### src/rtl/mesi_pkg.sv
// Shared encodings for the shared-bus MESI lab system.
// Holds the line-state and bus-message encodings, the bus controller FSM
// state type, and a helper that tells whether a message needs a line read.
package mesi_pkg;

    typedef enum logic [1:0] {
        MESI_M = 2'b00,
        MESI_E = 2'b01,
        MESI_S = 2'b10,
        MESI_I = 2'b11
    } mesi_state_e;

    typedef enum logic [1:0] {
        MSG_RH = 2'b00,
        MSG_RM = 2'b01,
        MSG_WH = 2'b10,
        MSG_WM = 2'b11
    } bus_msg_e;

    typedef enum logic [2:0] {
        ST_IDLE,
        ST_BCAST,
        ST_SNOOP,
        ST_WB,
        ST_MEM,
        ST_RESP
    } fsm_state_e;

    // Misses (read or write) must fetch the line from main memory.
    function automatic logic msg_needs_mem(input logic [1:0] msg);
        return (msg == MSG_RM) || (msg == MSG_WM);
    endfunction

endpackage

### src/rtl/mesi_bus_controller_rr_arbiter.sv
// Combinational round-robin arbiter.
// Ports:
//   i_req  - per-requester request vector
//   i_ptr  - index of the highest-priority requester
//   o_gnt  - one-hot grant (zero when no request)
//   o_idx  - index of the granted requester
//   o_any  - at least one request present
module rr_arbiter #(
    parameter int N   = 3,
    parameter int IDW = 2
) (
    input  logic [N-1:0]   i_req,
    input  logic [IDW-1:0] i_ptr,
    output logic [N-1:0]   o_gnt,
    output logic [IDW-1:0] o_idx,
    output logic           o_any
);

    // Two passes: first from the pointer upward, then wrap from 0 to pointer-1.
    always_comb begin
        o_gnt = '0;
        o_idx = '0;
        o_any = 1'b0;
        for (int j = 0; j < N; j++) begin
            if (!o_any && (j >= int'(i_ptr)) && i_req[j]) begin
                o_any    = 1'b1;
                o_gnt[j] = 1'b1;
                o_idx    = IDW'(j);
            end
        end
        for (int j = 0; j < N; j++) begin
            if (!o_any && (j < int'(i_ptr)) && i_req[j]) begin
                o_any    = 1'b1;
                o_gnt[j] = 1'b1;
                o_idx    = IDW'(j);
            end
        end
    end

endmodule

### src/rtl/mesi_bus_controller.sv
// Snoop-bus controller: arbitrates the cache controllers, broadcasts the
// winner's message to the snoop receptors, sequences any writeback and line
// read through the single-port memory, then returns done and fill state.
// Ports:
//   clk, rst_n                      - clock, async active-low reset
//   req/req_msg/req_addr            - per-cache request, message, address
//   gnt/done/fill_shared            - grant, completion pulse, fill S(1)/E(0)
//   bus_valid/bus_msg/bus_addr/bus_src - broadcast to snoop receptors
//   snoop_hit/snoop_wb/snoop_abt    - per-cache receptor results
//   mem_req/mem_we/mem_addr/mem_ack - main memory handshake
//
// state    | meaning
// ---------+-------------------------------------------------------------
// ST_IDLE  | no transaction; arbitrate among pending requests
// ST_BCAST | bus_valid strobe to the receptors
// ST_SNOOP | receptors answer; sample shared / writeback-needed
// ST_WB    | dirty line written back by the owning cache
// ST_MEM   | line read from memory for a miss
// ST_RESP  | done pulse to the requester, release grant, advance pointer
module mesi_bus_controller
    import mesi_pkg::*;
#(
    parameter int N   = 3,
    parameter int AW  = 8,
    parameter int IDW = 2
) (
    input  logic            clk,
    input  logic            rst_n,
    input  logic [N-1:0]    req,
    input  logic [2*N-1:0]  req_msg,
    input  logic [N*AW-1:0] req_addr,
    output logic [N-1:0]    gnt,
    output logic [N-1:0]    done,
    output logic            fill_shared,
    output logic            bus_valid,
    output logic [1:0]      bus_msg,
    output logic [AW-1:0]   bus_addr,
    output logic [IDW-1:0]  bus_src,
    input  logic [N-1:0]    snoop_hit,
    input  logic [N-1:0]    snoop_wb,
    input  logic [N-1:0]    snoop_abt,
    output logic            mem_req,
    output logic            mem_we,
    output logic [AW-1:0]   mem_addr,
    input  logic            mem_ack
);

    fsm_state_e     r_state;
    logic [IDW-1:0] r_ptr;
    logic           r_shared;

    logic [N-1:0]   w_gnt;
    logic [IDW-1:0] w_idx;
    logic           w_any;
    logic [1:0]     w_msg;
    logic [AW-1:0]  w_addr;
    logic           w_shared;
    logic           w_wb_needed;

    rr_arbiter #(.N(N), .IDW(IDW)) u_arb (
        .i_req (req),
        .i_ptr (r_ptr),
        .o_gnt (w_gnt),
        .o_idx (w_idx),
        .o_any (w_any)
    );

    always_comb begin
        w_msg  = '0;
        w_addr = '0;
        for (int i = 0; i < N; i++) begin
            if (IDW'(i) == w_idx) begin
                w_msg  = req_msg[2*i +: 2];
                w_addr = req_addr[AW*i +: AW];
            end
        end
    end

    // The requester's own receptor bits are masked out; several writebacks
    // collapse into one since the OR only decides whether a WB phase happens.
    assign w_shared    = |(snoop_hit & ~gnt);
    assign w_wb_needed = |(snoop_wb & snoop_abt & ~gnt);

    always_ff @(posedge clk or negedge rst_n) begin
        if (!rst_n) begin
            r_state     <= ST_IDLE;
            r_ptr       <= '0;
            r_shared    <= 1'b0;
            gnt         <= '0;
            done        <= '0;
            fill_shared <= 1'b0;
            bus_valid   <= 1'b0;
            bus_msg     <= 2'b00;
            bus_addr    <= '0;
            bus_src     <= '0;
            mem_req     <= 1'b0;
            mem_we      <= 1'b0;
            mem_addr    <= '0;
        end else begin
            done        <= '0;
            fill_shared <= 1'b0;
            bus_valid   <= 1'b0;
            case (r_state)
                ST_IDLE: begin
                    if (w_any) begin
                        gnt      <= w_gnt;
                        bus_src  <= w_idx;
                        bus_msg  <= w_msg;
                        bus_addr <= w_addr;
                        if (w_msg == MSG_RH) begin
                            r_state <= ST_RESP;
                        end else begin
                            bus_valid <= 1'b1;
                            r_state   <= ST_BCAST;
                        end
                    end
                end
                ST_BCAST: r_state <= ST_SNOOP;
                ST_SNOOP: begin
                    r_shared <= w_shared;
                    mem_addr <= bus_addr;
                    if (w_wb_needed) begin
                        mem_req <= 1'b1;
                        mem_we  <= 1'b1;
                        r_state <= ST_WB;
                    end else if (msg_needs_mem(bus_msg)) begin
                        mem_req <= 1'b1;
                        mem_we  <= 1'b0;
                        r_state <= ST_MEM;
                    end else begin
                        r_state <= ST_RESP;
                    end
                end
                ST_WB: begin
                    if (mem_ack) begin
                        mem_we <= 1'b0;
                        // mem_req stays up when the read follows directly.
                        if (msg_needs_mem(bus_msg)) begin
                            r_state <= ST_MEM;
                        end else begin
                            mem_req <= 1'b0;
                            r_state <= ST_RESP;
                        end
                    end
                end
                ST_MEM: begin
                    if (mem_ack) begin
                        mem_req <= 1'b0;
                        mem_we  <= 1'b0;
                        r_state <= ST_RESP;
                    end
                end
                ST_RESP: begin
                    done        <= gnt;
                    fill_shared <= (bus_msg == MSG_RM) && r_shared;
                    gnt         <= '0;
                    r_ptr       <= (bus_src == IDW'(N-1)) ? '0 : bus_src + 1'b1;
                    r_state     <= ST_IDLE;
                end
                default: r_state <= ST_IDLE;
            endcase
        end
    end

endmodule
### config.mk
export PLATFORM = sky130hd
export DESIGN_NAME = mesi_bus_controller
export DESIGN_NICKNAME = d
export VERILOG_FILES = /design/src/rtl/mesi_pkg.sv /design/src/rtl/mesi_bus_controller_rr_arbiter.sv /design/src/rtl/mesi_bus_controller.sv
export SDC_FILE = /design/constraint.sdc
export NUM_CORES = 1
export LEC_CHECK = 0
export CAP_MARGIN = 20
export CORE_ASPECT_RATIO = 1.2
export CORE_UTILIZATION = 29
export DETAILED_ROUTE_END_ITERATION = 8
export SETUP_SLACK_MARGIN = 0.15
export SLEW_MARGIN = 15
export SYNTH_ARGS = -nofsm -noshare
export SYNTH_HDL_FRONTEND = slang
export SYNTH_SLANG_ARGS = --single-unit
### constraint.sdc
create_clock -name clk -period 3.2 [get_ports clk]
set_clock_uncertainty 0.1 [all_clocks]
set_input_delay 0.64 -clock clk [delete_from_list [all_inputs] [get_ports clk]]
set_output_delay 0.64 -clock clk [all_outputs]
set_load 0.01 [all_outputs]
==> results.md, run 1 <==
Run status:
- The flow ran to the end, and the final reports show no timing, DRC or antenna violations.

Floorplan:
- The die is around 76 µm wide.
- The die covers 0.00697 mm².
- The height of the chip is 91.3 µm.
- The area of the core is 0.00641 mm².
- The number of top-level pins is 75.
- For this configuration, the core starts out at a cell density of 30.1%.
- The floorplan has 32 rows.

Logic synthesis:
- In this run, synthesis inferred 0 flip-flops with an integrated enable.
- Sequential cells were found to cover between 40 and 50% of the synthesized design area.
- In the synthesized netlist, the cells that appear most often are dfrtp_1, nand2_1, nor2_1.
- The synthesized flop and latch total is 36.
- Summing the areas of all xor and xnor instances in the mapped netlist gives 0% of the synthesized area.
- The mapped cell area is 0.00193 mm².
- Synthesis produced a netlist with a net count of roughly 240.
- In the post-synthesis netlist, the cell with the most instances is dfrtp_1.
- The dominant combinational cell family by area after synthesis is simple AND/OR/NAND/NOR gates.
- Summing the areas of all compound-gate instances in the mapped netlist gives between 10% and 20% of the synthesized area.
- Synthesis handed over a netlist of a little under 200 instances.
- The most used flip-flop cell after synthesis is dfrtp_1.
- Of the total synthesized cell area, the portion taken by full adders, half adders and majority gates is 0%.
- In the synthesized netlist, mux cells make up a little under 10% of the area.
- The netlist uses between 40 and 50 different library cells.
- The top cell type by area accounts for 46.8% of the synthesized area.
- By area the synthesized netlist is led by dfrtp_1, mux2_2, nand2_1.
- The leading area contributor after synthesis is dfrtp_1.
- Yosys printed 0 warnings.
- In the synthesized netlist the async set-or-reset flop fraction comes to 100%.
- Of the total synthesized cell area, the portion taken by AND, OR, NAND and NOR gates is 19.6%.
- Dividing the synthesized area by the synthesized cell count gives 9.93 µm².

CTS:
- The master cell of the clock root buffer is clkbuf_8.
- The total number of H-tree levels is 2.
- The clock transition at the registers of the reported paths is roughly 0.07 ns.
- The number of resized instances in the post-cts repair step is 0.
- The maximum clock insertion buffer count is 2.
- The CTS tree is yes.
- The total CTS buffers is 5.
- The clock net sink count is 36.
- In this run the post-CTS setup repair buffer count came out at 0.
- Hold repair after CTS inserted 0 buffers.
- The clock insertion delay at the later pin of the skew report is 0.28 ns.

Layout:
- In the final layout, flip-flops and latches occupy 901 µm².
- The cell area after layout is 0.00284 mm².
- The count of placed standard cells in the final layout, fillers left out is 352.
- The multi-input combinational cell area is about 940 µm².
- The number of diodes is 0.
- The area growth from synthesis to layout is 47.4%.
- The proportion of layout cells with a drive suffix above 1 is a little over a tenth.
- The filler cells instantiated in the layout total between 600 and 700.
- The number of nets in the layout is 311.

STA:
- The remaining max-slew budget at the tightest pin is 46.1%.
- The worst path meets setup with 0.837 ns of slack.
- The final setup TNS is 0 ns.
- Derived from the worst setup path, the maximum achievable clock frequency is 423 MHz.
- After layout, the worst path uses roughly three quarters of the clock period.
- The shortest period the worst path allows is about 2.4 ns.
- The final count of hold timing violations came to 0.
- The total count of max-transition violations in the final report is 0.
- The slew at the pin closest to its max-slew limit is about 0.81 ns.
- The number of setup violations in the final report is 0.
- Setup repair after global routing left no endpoint under its margin.

Drt:
- After detailed routing, the average wire length per cell comes to 14.2 µm.
- In the routed layout, each cell is associated on average with a via count of about 4.9.
- For this run, the detailed router's first-pass iteration total came to 6.
- For this block, the routed nets add up to 4990 µm of wire.
- The violation count after the first detailed-routing iteration is 84.
- The final route contains around 1700 vias.
- The number of nets with antenna violations after detailed routing is 0.
- The post-route DRC violation count is 0.

Placement:
- During placement, the flow inserted port buffers numbering 74.
- Summing all placed instances gives a cell area of 0.00273 mm².
- Summed over all nets, the half-perimeter wirelength after detailed placement is about 3700 µm.
- After detailed placement, the design holds a cell count of approximately 340.
- The setup slack after placement is about 0.54 ns.
- The routability-driven placement congestion ratio is 0.833.

Hold path:
- The kind of path behind the tightest hold check is in2async.

Global route:
- For this run the aggregate overflow at the end of global routing stands at 0.
- The number of antenna violations at the first check in global routing is 0.
- The wire length of the first global-routing pass is roughly 8300 µm.
- For this run, the total global-route usage over all layers was measured as 15.1%.
- The number of global-route vias before repair is between 1500 and 2000.
- Entering global routing, the biggest net connects 37 pins.

Worst setup path:
- The critical path goes through clkdlybuf4s50_1 -> nor3_1 -> nor2b_1 -> buf_4 -> nand2_1 -> o211ai_1.
- On the worst path, the slowest cell contributes a delay of 0.61 ns.
- The startpoint-to-endpoint class of the critical path is in2reg.
- Among all stages on the critical path, the largest delay is contributed by clkdlybuf4s50_1.
- STA classifies the critical path startpoint as a primary input.
- For the worst setup path, the data required time is 3.26 ns.
- The element type at the critical path end is a register.
- Data arrives at the worst endpoint at ~2.4 ns.
- The biggest fanout along the worst timing path is 12.

Power and ir drop:
- Summed over all cells, the static leakage comes to 1.19 nW.
- The maximum vdd drop is between 0.3 and 0.4 mV.
- The design draws 0.00230 W.
- Power spread over the standard cell area amounts to 812 mW/mm².

Job:
- The number of violations of the max-capacitance limit is 0.
[cell families after synthesis]
group                  after synthesis
AND/OR/NAND/NOR                     75
AO/OA/AOI/OAI                       48
flip-flops                          36
multiplexers                        18
buffers and inverters               17
[path summary, 6_finish.rpt]
kind                       cells past startpoint                 endpoint                    from  slack [ns]
min                                            1   r_state[1]$_DFFE_PN0P_                   rst_n        0.34
min reg2reg                                    1    fill_shared$_DFF_PN0_  bus_msg[1]$_DFFE_PN0P_        0.38
min in group clk                               1    fill_shared$_DFF_PN0_  bus_msg[1]$_DFFE_PN0P_        0.38
max reg2reg                                    5  bus_addr[5]$_DFFE_PN0P_  r_state[0]$_DFFE_PN0P_        1.27
max                                            6  bus_addr[5]$_DFFE_PN0P_                  req[1]        0.84
max in group asynchronous                      1   bus_src[0]$_DFFE_PN0P_                   rst_n        2.14
[where the power goes]
part	internal, W	switching (W)	total [W]
sequential	0.000641	0.000197	0.000838
clock	0.000231	0.000161	0.000392
combinational	0.000598	0.000475	0.00107
total	0.00147	0.000833	0.00230
[critical path: cells and delay by family]
family | cells | cell delay (ns)
AO/OA/AOI/OAI | 1 | 0.15
buffers and inverters | 2 | 0.80
AND/OR/NAND/NOR | 3 | 0.83
[stage by stage]
stage	utilization (%)	hold WS, ns
after floorplan	-	0.244
after global placement	42.6	0.379
after detailed placement	42.6	0.370
after CTS	44.3	0.374
after global routing	44.3	0.396
final	44.3	0.340
[cell usage in the layout, fill, tap and decap left out, drive strengths merged, types with 2 or more instances in the layout]
cell type | synthesis | layout
a21o | 3 | 3
nor2 | 14 | 14
o31ai | 3 | 3
nand3 | 12 | 12
inv | 4 | 4
nand2b | 5 | 5
a31o | 3 | 3
nor3 | 4 | 4
mux2i | 9 | 9
o21bai | 2 | 2
clkdlybuf4s50 | 0 | 73
o211ai | 10 | 10
dfrtp | 36 | 36
and2b | 2 | 2
clkbuf | 1 | 6
a21oi | 4 | 4
o2111ai | 2 | 2
nand3b | 2 | 2
nand4 | 2 | 2
nand2 | 25 | 25
a22oi | 3 | 3
o21ai | 9 | 9
mux2 | 9 | 9
and3b | 2 | 2
nor3b | 2 | 2
nor2b | 3 | 3
buf | 12 | 5
[layout make-up]
class                           count  share of cell area, %
Clock buffer                        6                   2.56
Inverter                            4                  0.529
Clock inverter                      2                   1.23
Timing Repair Buffer               78                   27.0
Tap cell                           85                   3.75
Multi-Input combinational cell    141                   33.2
Sequential cell                    36                   31.7
[per-layer routing]
metal / share of wire (%) / track usage [%] / up-vias
met2: 52 / 26.3 / 56
met1: 42 / 19.0 / 824
met3: 4.8 / 2.91 / 5
met4: 0.78 / 3.85 / 0
li1: - / - / 846
met5: 0 / 0 / -
[state kept, by name (all words and copies together), names as in the netlist]
signal,flops
r_ptr,2
gnt,3
bus_src,2
bus_valid,1
fill_shared,1
r_state,3
bus_addr,8
mem_we,1
mem_addr,8
mem_req,1
r_shared,1
bus_msg,2
done,3
(Power assumes the default switching activity.)
==> run 2: changes to the inputs <==
clock period = 2.33 ns   (was 3.2 ns; I/O delays follow)
==> run 2 against run 1 <==
- power rose by 41%
- non-clock buffer count rose by 10
- largest cell class unchanged
- clock-buffer cell count fell by 1
- final cell count rose by 2.8%
- flip-flop and latch count did not move
- sequential power rose by 36%
- first-iteration DRC count fell by 31%
- clock power rose by 45%
- register-to-register slack got worse by 0.77 ns
- worst setup slack got worse by 0.48 ns
- combinational power rose by 43%
- sequential share of layout area fell by 1.1 points
==> results.md, run 2 (synthesized netlist as in run 1, its figures left out) <==
Worst setup path:
- Broken down by cell family, the worst path's largest delay share belongs to compound AO/OA/AOI/OAI gates.
- Data on the critical path is required at its endpoint by 2.43 ns.
- The beginning of the worst register-to-register path is r_state[0]$_DFFE_PN0P_.
- The critical path launch point type is a primary input.
- The element type at the critical path end is a register.
- The highest cell delay on the worst timing path is 0.59 ns.
- In this run the worst path has a maximum fanout of 8.
- The critical path goes through clkdlybuf4s50_1 -> nor3b_1 -> o31ai_2 -> nand2_1 -> o211ai_1.
- The master of the slowest instance on the critical path is clkdlybuf4s50_1.
- In this run the critical register-to-register path is captured at bus_addr[6]$_DFFE_PN0P_.
- STA puts the critical path data arrival time at 2.08 ns.
- The startpoint-to-endpoint class of the critical path is in2reg.
- Measured in cells, the most critical reg-to-reg path has a length of 4.
- The number of buffers and inverters on the critical path is 1.
- The register-to-register path setup slack is 0.50 ns.

Floorplan:
- The height of the chip is just over 90 µm.
- 75 I/O pins were placed.
- The number of rows in the core area is 32.
- The area of the core is 0.00641 mm².
- The die covers 0.00697 mm².
- The initial utilization of the core area, before any placement, comes to 30.1%.
- From left edge to right edge, the die measures approximately 76 µm.

CTS:
- The clock reaches the later pin of the worst-skew pair after 0.29 ns.
- The clock tree synthesis step divided the H-tree into 2 levels.
- The longest clock path from root to sink contains 2 buffers.
- The clock net sink count is 36.
- The master cell of the clock root buffer is clkbuf_8.
- The total CTS buffers is 5.
- The setup fix buffers added after clock tree synthesis is 0.
- Clock-pin slew was measured on the worst setup and hold paths at ~0.080 ns.
- TritonCTS built the clock tree.

STA:
- The worst pin sits at a relative slew slack of 67.3%.
- Setup repair after global routing left no endpoint under its margin.
- Setup violations remaining at the end of the flow were counted as 0.
- For this run, the top clock speed supported by timing is 506 MHz.
- The total count of max-transition violations in the final report is 0.
- The slew at the pin closest to its max-slew limit is just under 0.5 ns.
- The final setup TNS is 0 ns.
- The clock period could shrink to 1.98 ns.
- The ratio of final minimum period to clock period is 84.9%.
- The final count of hold timing violations is 0.

Global route:
- The number of global-route vias before repair was 1771.
- The number of antenna violations at the first check in global routing came to 0.
- The largest net degree at the start of global routing is 16.
- The wire length of the first global-routing pass is 8430 µm.
- Global routing finished with a remaining overflow of 0.
- The total global-route track usage is roughly 15%.

Power and ir drop:
- The power density normalized to cell area is 1110 mW/mm².
- The analysis attributes to cell leakage a power of around 1.2 nW.
- The maximum vdd drop is 0.479 mV.

Placement:
- In this run the tool buffered the top-level ports with 74 buffer cells.
- The total half-perimeter wirelength after legalization and detailed placement is between 3000 and 4000 µm.
- The routability-driven placement congestion ratio is 0.795.

Layout:
- The library cells used most frequently in the layout, excluding fill and tap cells, are clkdlybuf4s50_1, dfrtp_1, nand2_1.
- Summing all multi-input logic gate instances after layout gives 942 µm².
- Compared with the post-synthesis result, the final layout area differs by 52.4%.
- The number of nets in the layout is 321.
- The final core utilization is 45.8%.
- The library cell used most frequently in the layout, excluding fill and tap cells, is clkdlybuf4s50_1.
- The largest registers in the layout are bus_addr x8, mem_addr x8.
- The flip-flop and latch area is 901 µm².
- Cells with a size suffix above 1 make up 14.1% of the layout.
- The filler cells instantiated in the layout total 639.
- The number of antenna diodes in the final layout is 0.

Drt:
- The routed design uses 2550 µm of met2 wire.
- The vias after detailed routing is between 1500 and 2000.
- For this run, design rule violations remaining after detail routing come to 0.
- Summed over all nets, wire length on met3 after detailed routing comes to 271 µm.
- The met1 layer wirelength in the final routing is 2230 µm.
- The top layer used by detailed routing is met4.
- The routed length per instance is 14.0 µm.
- The ratio of routed vias to standard cells is 4.91.
- The number of nets with antenna violations after detailed routing is 0.
- The first routing iteration left 58 violations.
- The first TritonRoute pass finished after 4 iterations.
- The routed design has a little over 5000 µm of wire.

Hold path:
- The number of cells on the worst hold path is 1.
- The kind of path behind the tightest hold check is reg2reg.
- The endpoint of the worst hold-timing path is fill_shared$_DFF_PN0_.
- The worst hold path begins at bus_msg[1]$_DFFE_PN0P_.

Job:
- Max-cap violations in this run came to 0.

Run status:
- The run finished with clean final reports.
run 2: layer usage:
layer	GRT usage (%)	vias up
met1	17.6	848
met2	27.9	57
met4	3.85	0
met5	0	-
li1	-	869
met3	4.42	4
run 2: how the worst max path moves through the flow:
stage	depth (start not counted)	slack, ns	endpoint	startpoint
6_report	5	0.35	bus_addr[6]$_DFFE_PN0P_	req[1]
5_1_grt	5	0.27	bus_addr[6]$_DFFE_PN0P_	req[1]
4_1_cts	1	0.35	bus_msg[0]	bus_msg[0]$_DFFE_PN0P_
3_5_place_dp	5	0.07	bus_addr[6]$_DFFE_PN0P_	req[1]
3_3_place_gp	6	0.11	r_state[2]$_DFFE_PN0P_	req[2]
2_1_floorplan	7	0.66	bus_addr[7]$_DFFE_PN0P_	req[0]
run 2: final cells by class:
cell class,instances,share of cell area (%)
Multi-Input combinational cell,141,32.1
Sequential cell,36,30.7
Timing Repair Buffer,88,29.2
Tap cell,85,3.62
Clock buffer,5,2.34
Clock inverter,3,1.58
Inverter,4,0.512
run 2: what timing repair did:
action / CTS / global route
gates resized for setup: 0 / 0
hold buffers: 1 / 0
endpoints found under the hold margin: 8 / 0
run 2: report_power, final:
group          leakage [nW]  switching (W)  internal, W  total (W)
clock                0.0548       0.000245     0.000322   0.000567
combinational         0.734       0.000675     0.000860    0.00153
sequential            0.456       0.000265     0.000880    0.00114
total                  1.25        0.00118      0.00206    0.00325
run 2: worst register-to-register path, stage by stage (launching register included):
cell,delay [ns]
dfrtp_1,0.56
nor3_4,0.31
nor2b_1,0.27
nand2_1,0.26
o211ai_1,0.25
run 2: stage by stage:
stage,power (W),hold WS [ns],cells,area [µm²],worst slack (ns)
after floorplan,0.00196,0.0704,194,1930,0.661
after global placement,0.00268,0.252,353,2810,0.114
after detailed placement,0.00270,0.252,353,2810,0.0699
after CTS,0.00328,0.380,362,2940,0.349
after global routing,0.00347,0.410,362,2940,0.265
final,0.00325,0.378,362,2940,0.353
